===== src/rtl/sprite_pkg.sv =====
// Shared sprite constants: attribute layout, pattern geometry and the line engine states.
package sprite_pkg;

    localparam logic [2:0] ATTR_X_LO    = 3'd0;
    localparam logic [2:0] ATTR_FLAGS   = 3'd1;
    localparam logic [2:0] ATTR_Y_LO    = 3'd2;
    localparam logic [2:0] ATTR_Y_HI    = 3'd3;
    localparam logic [2:0] ATTR_PATTERN = 3'd4;
    localparam logic [2:0] ATTR_PALETTE = 3'd5;

    localparam int unsigned FLAG_EN    = 7;
    localparam int unsigned FLAG_HFLIP = 6;
    localparam int unsigned FLAG_VFLIP = 5;

    localparam int unsigned SPR_BYTES_PER_SLOT    = 8;
    localparam int unsigned SPR_BYTES_PER_PATTERN = 128;
    localparam int unsigned SPR_BYTES_PER_ROW     = 8;
    localparam int unsigned SPR_ROWS              = 16;

    typedef enum logic [2:0] {
        StIdle, StClear, StScan, StEval, StFetch, StDraw, StNext, StDone
    } sle_state_e;

endpackage


===== src/rtl/sprite_row_unpack.sv =====
// Splits a 4bpp pattern byte into two pixels; holds the byte for the second pixel.
module sprite_row_unpack #(
    parameter int unsigned LINE_WIDTH = 320
) (
    input  logic       clk,
    input  logic       reset,
    input  logic       load,
    input  logic [7:0] gfx_byte,
    input  logic       hflip,
    input  logic       phase,
    input  logic [8:0] x,
    output logic [3:0] colour,
    output logic       write_ok
);

    logic [7:0] byte_q;
    logic [7:0] cur;

    always_ff @(posedge clk or posedge reset) begin
        if (reset) begin
            byte_q <= 8'd0;
        end else if (load) begin
            byte_q <= gfx_byte;
        end
    end

    // Phase 0 sees the byte straight off the RAM; phase 1 uses the held copy.
    always_comb begin
        cur      = phase ? byte_q : gfx_byte;
        colour   = (phase ^ hflip) ? cur[3:0] : cur[7:4];
        write_ok = (colour != 4'd0) && (32'(x) < LINE_WIDTH);
    end

endmodule


===== src/rtl/sprite_line_engine.sv =====
// Per-scanline sprite compositor: clears the line buffer, then draws hit sprites slot 127..0.
module sprite_line_engine
    import sprite_pkg::*;
#(
    parameter int unsigned LINE_WIDTH   = 320,
    parameter int unsigned MAX_PER_LINE = 16,
    parameter int unsigned NUM_SPRITES  = 128
) (
    input  logic        clk,
    input  logic        reset,
    input  logic        line_start,
    input  logic [8:0]  line_num,
    input  logic        sprites_en,
    output logic [9:0]  attr_addr,
    input  logic [7:0]  attr_data,
    output logic [13:0] gfx_addr,
    input  logic [7:0]  gfx_data,
    output logic [8:0]  lb_addr,
    output logic [7:0]  lb_data,
    output logic        lb_we,
    output logic        busy,
    output logic        done,
    output logic        overflow
);

    localparam int unsigned   CW        = $clog2(MAX_PER_LINE + 1);
    localparam logic [6:0]    LAST_SLOT = 7'(NUM_SPRITES - 1);
    localparam logic [8:0]    LAST_X    = 9'(LINE_WIDTH - 1);
    localparam logic [CW-1:0] MAX_CNT   = CW'(MAX_PER_LINE);

    sle_state_e    state_q;
    logic [8:0]    line_q, clr_x_q;
    logic [6:0]    slot_q;
    logic [2:0]    k_q;
    logic [3:0]    pix_q;
    logic [CW-1:0] count_q;
    logic          ovf_q;
    logic [8:0]    spr_x_q, spr_y_q;
    logic          spr_en_q, spr_hf_q, spr_vf_q;
    logic [6:0]    spr_pat_q;
    logic [3:0]    spr_pal_q;

    logic [8:0] row, draw_x;
    logic [3:0] r, px_colour;
    logic [2:0] j, byte_sel, attr_idx;
    logic       hit, px_ok;

    always_comb begin
        row      = line_q - spr_y_q;
        hit      = spr_en_q && (row < 9'(SPR_ROWS));
        r        = spr_vf_q ? 4'd15 - row[3:0] : row[3:0];
        // Byte j+1 is addressed on odd pixels so it arrives for the next even pixel.
        j        = pix_q[3:1] + {2'b00, pix_q[0]};
        byte_sel = spr_hf_q ? 3'd7 - j : j;
        draw_x   = spr_x_q + {5'd0, pix_q};
        attr_idx = k_q - 3'd1;
        attr_addr = 10'(32'(slot_q) * SPR_BYTES_PER_SLOT + 32'(k_q));
        gfx_addr  = 14'(32'(spr_pat_q) * SPR_BYTES_PER_PATTERN
                        + 32'(r) * SPR_BYTES_PER_ROW + 32'(byte_sel));
    end

    sprite_row_unpack #(
        .LINE_WIDTH (LINE_WIDTH)
    ) u_unpack (
        .clk      (clk),
        .reset    (reset),
        .load     ((state_q == StDraw) && !pix_q[0]),
        .gfx_byte (gfx_data),
        .hflip    (spr_hf_q),
        .phase    (pix_q[0]),
        .x        (draw_x),
        .colour   (px_colour),
        .write_ok (px_ok)
    );

    always_ff @(posedge clk or posedge reset) begin
        if (reset) begin
            state_q   <= StIdle;
            line_q    <= 9'd0;
            clr_x_q   <= 9'd0;
            slot_q    <= 7'd0;
            k_q       <= 3'd0;
            pix_q     <= 4'd0;
            count_q   <= '0;
            ovf_q     <= 1'b0;
            spr_x_q   <= 9'd0;
            spr_y_q   <= 9'd0;
            spr_en_q  <= 1'b0;
            spr_hf_q  <= 1'b0;
            spr_vf_q  <= 1'b0;
            spr_pat_q <= 7'd0;
            spr_pal_q <= 4'd0;
            lb_addr   <= 9'd0;
            lb_data   <= 8'd0;
            lb_we     <= 1'b0;
            busy      <= 1'b0;
            done      <= 1'b0;
            overflow  <= 1'b0;
        end else if (line_start) begin
            // Also aborts a running job: no done pulse, overflow output untouched.
            state_q <= StClear;
            line_q  <= line_num;
            clr_x_q <= 9'd0;
            count_q <= '0;
            ovf_q   <= 1'b0;
            busy    <= 1'b1;
            done    <= 1'b0;
            lb_we   <= 1'b0;
        end else begin
            lb_we <= 1'b0;
            done  <= 1'b0;
            unique case (state_q)
                StIdle: ;
                StClear: begin
                    lb_we   <= 1'b1;
                    lb_addr <= clr_x_q;
                    lb_data <= 8'd0;
                    clr_x_q <= clr_x_q + 9'd1;
                    if (clr_x_q == LAST_X) begin
                        slot_q  <= LAST_SLOT;
                        k_q     <= 3'd0;
                        state_q <= sprites_en ? StScan : StDone;
                    end
                end
                StScan: begin
                    if (k_q != 3'd0) begin
                        case (attr_idx)
                            ATTR_X_LO: spr_x_q[7:0] <= attr_data;
                            ATTR_FLAGS: begin
                                spr_en_q   <= attr_data[FLAG_EN];
                                spr_hf_q   <= attr_data[FLAG_HFLIP];
                                spr_vf_q   <= attr_data[FLAG_VFLIP];
                                spr_x_q[8] <= attr_data[0];
                            end
                            ATTR_Y_LO:    spr_y_q[7:0] <= attr_data;
                            ATTR_Y_HI:    spr_y_q[8]   <= attr_data[0];
                            ATTR_PATTERN: spr_pat_q    <= attr_data[6:0];
                            ATTR_PALETTE: spr_pal_q    <= attr_data[3:0];
                            default: ;
                        endcase
                    end
                    k_q <= k_q + 3'd1;
                    if (k_q == 3'd6) state_q <= StEval;
                end
                StEval: begin
                    if (!hit) begin
                        state_q <= StNext;
                    end else if (count_q == MAX_CNT) begin
                        ovf_q   <= 1'b1;
                        state_q <= StNext;
                    end else begin
                        count_q <= count_q + 1'b1;
                        pix_q   <= 4'd0;
                        state_q <= StFetch;
                    end
                end
                StFetch: state_q <= StDraw;
                StDraw: begin
                    lb_we   <= px_ok;
                    lb_addr <= draw_x;
                    lb_data <= {spr_pal_q, px_colour};
                    pix_q   <= pix_q + 4'd1;
                    if (pix_q == 4'd15) state_q <= StNext;
                end
                StNext: begin
                    if (slot_q == 7'd0) begin
                        state_q <= StDone;
                    end else begin
                        slot_q  <= slot_q - 7'd1;
                        k_q     <= 3'd0;
                        state_q <= StScan;
                    end
                end
                StDone: begin
                    done     <= 1'b1;
                    busy     <= 1'b0;
                    overflow <= ovf_q;
                    state_q  <= StIdle;
                end
                default: state_q <= StIdle;
            endcase
        end
    end

endmodule


===== config.mk =====
export PLATFORM = sky130hd
export DESIGN_NAME = sprite_line_engine
export DESIGN_NICKNAME = d
export VERILOG_FILES = /design/src/rtl/sprite_pkg.sv /design/src/rtl/sprite_row_unpack.sv /design/src/rtl/sprite_line_engine.sv
export SDC_FILE = /design/constraint.sdc
export NUM_CORES = 1
export LEC_CHECK = 0
export ABC_CLOCK_PERIOD_IN_PS = 4240
export BUFFER_PORTS_ARGS = -buffer_cell sky130_fd_sc_hd__buf_4
export CAP_MARGIN = 10
export CORE_MARGIN = 2
export CORE_UTILIZATION = 35
export CTS_CLUSTER_DIAMETER = 100
export DETAILED_ROUTE_END_ITERATION = 8
export PLACE_DENSITY = 0.56
export SYNTH_ARGS = -nofsm -noshare
export SYNTH_HDL_FRONTEND = slang
export SYNTH_HIERARCHICAL = 1
export SYNTH_SLANG_ARGS = --single-unit

===== constraint.sdc =====
create_clock -name clk -period 4.24 [get_ports clk]
set_clock_uncertainty 0.15 [all_clocks]
set_input_delay 0.636 -clock clk [delete_from_list [all_inputs] [get_ports clk]]
set_output_delay 0.636 -clock clk [all_outputs]
set_load 0.03 [all_outputs]

==> results.md <==
* RSZ-0062 raised after global routing: false
* WHS at 0.09147 ns
* Starting DRT DRC Count at 116
* Worst Path Required at 4.36 ns
* CTS Buffer Depth at 2
* Vias in the first global route at 3958
* CTS tree: built
* Max transition margin at 0.4534
* CP max FO at 13
* Fin util at 0.4326
* Leakage at 3.000 nW
* Area Growth Syn to Fin at 19.66%
* Reg clk slew, reported paths at 0.07 ns
* Most frequent cells in the layout: dfrtp_1 (102), buf_4 (78), nand2_1 (50)
* Antenna-violating nets left at 0
* Die Y at 127.0 um
* Yosys warning total at 6
* CP cell instances: inv_1 -> ha_1 -> fa_1 -> nor2b_1 -> o2111ai_1 -> a32oi_1 -> xnor2_1 -> nand4_1 -> or4_1 -> a21oi_1
* Via count at 3876
* Die area at 16130 um^2
* Fin. Hold Viols at 0
* Slowest CP cell: or4_1
* Worst slew pin tran at 0.8200 ns
* Setup crit start kind: register
* Worst Hold Class: input pin to asynchronous set/reset pin
* Post-route clock period utilization at 0.7304
* # clock sinks at 102
* Hold_buf cts at 0
* Placer congestion estimate at 0.8435
* Port bufs at 73
* CTS Buf Count at 9
* Most common cell after layout, fill and taps aside: dfrtp_1
* Initial antenna violation count at 0
* H-Tree Depth at 3
* Design Power at 0.003360 W
* Critical Path End Type: register
* Worst Setup Path Type: register to register
* Clk_lat worst skew at 0.35 ns
* Worst path max stage delay at 0.56 ns
* Run status: finished, final reports clean
* Post-CTS resize count at 0
* Setup total negative slack at 0 ns
* Post-layout min period at 3.097 ns
* Antenna diode count at 0
* WL final at 11.60 mm
* Root buffer cell: clkbuf_16
* Mapped Area at 5294 um^2
* Nets at 620
* Core ar. at 14640 um^2
* Setup ws final at 1.143 ns
* Peak VDD IR at 230.8 uV
* WL/cell at 15.38 um
* Reg2reg start: line_q[0]
* Global-route wire length before repair at 19.39 mm
* Final setup vio count at 0
* Post-Synthesis Cells at 495
* Max-Cap Viols at 0
* Pre-CTS setup slack at 1.141 ns
* Syn_area_per_cell at 10.69 um^2
* Arr. time, crit path at 3.22 ns
* Largest net degree at the start of global routing at 49
* Power Density at 530.3 nW/um^2
* Layout cell share with drive strength beyond 1 at 0.2105
* Drt drc at 0
* Width of the chip at 127.0 um
* Row cnt at 44
* Worst setup path start: line_q[0]
* Syn nets at 550
* F_max at 322.9 MHz
* I/O pin total at 74
* Final Slew Violations at 0
* Dpl hpwl at 8.631 mm
* Total track usage at 0.1510
* Starting Density at 0.3615
* DRT Pass-1 Iters at 4
* Global route total overflow at 0
* Vias per std cell at 5.141
* Post-CTS setup buffers at 0
layout make-up:
type	count	area [um^2]
Clock buffer	10	239.0
Clock inverter	6	70.07
Fill cell	1415	8309
Inverter	30	113.9
Multi-Input combinational cell	344	2544
Sequential cell	102	2552
Tap cell	184	230.2
Timing Repair Buffer	78	585.6
registers in the layout, summed over array words and instances, names as in the netlist, 4 cells and up:
signal           cells
clr_x_q              9
lb_addr              9
line_q               9
spr_x_q              9
spr_y_q              9
lb_data              8
u_unpack/byte_q      8
slot_q               7
spr_pat_q            7
count_q              5
pix_q                4
spr_pal_q            4
routing by layer:
metal | wire length, um | GRT usage | up-vias
li1 | - | - | 1876
met1 | 5456 | 0.1991 | 1922
met5 | 0 | 0 | -
met4 | 251 | 0.06012 | 0
met3 | 356 | 0.02764 | 17
met2 | 5533 | 0.2476 | 61
metrics by stage:
stage / cell area [um^2] / cells
after detailed placement: 6026 / 738
after CTS: 6335 / 754
after global placement: 6026 / 738
after global routing: 6335 / 754
after floorplan: 5294 / 495
final: 6335 / 754
report_power, final:
| group | internal, W | switching (W) |
|---|---|---|
| Combinational | 0.000496 | 0.000711 |
| Clock | 0.000477 | 0.000373 |
| Sequential | 0.00112 | 0.000181 |
| Total | 0.00210 | 0.00126 |
path summary, 6_finish.rpt:
check                                     end  slack, ns  depth (start not counted)
hold reg to reg                    lb_addr[1]       0.33                          1
setup / recovery                   count_q[2]       1.14                         10
min in group clk                   lb_addr[1]       0.33                          1
max in group asynchronous           slot_q[5]       2.79                          3
hold / removal             u_unpack/byte_q[7]       0.09                          2
setup reg to reg                   count_q[2]       1.14                         10
worst max-delay path, delay by kind of cell, from the launching register on:
| family | cells | cell delay (ns) |
|---|---|---|
| flip-flops | 1 | 0.33 |
| XOR/XNOR | 1 | 0.14 |
| buffers and inverters | 1 | 0.05 |
| adder cells (fa/ha/maj) | 2 | 0.62 |
| AND/OR/NAND/NOR | 3 | 1.15 |
| AO/OA/AOI/OAI | 3 | 0.58 |
Power figures use the tool's default switching activity.
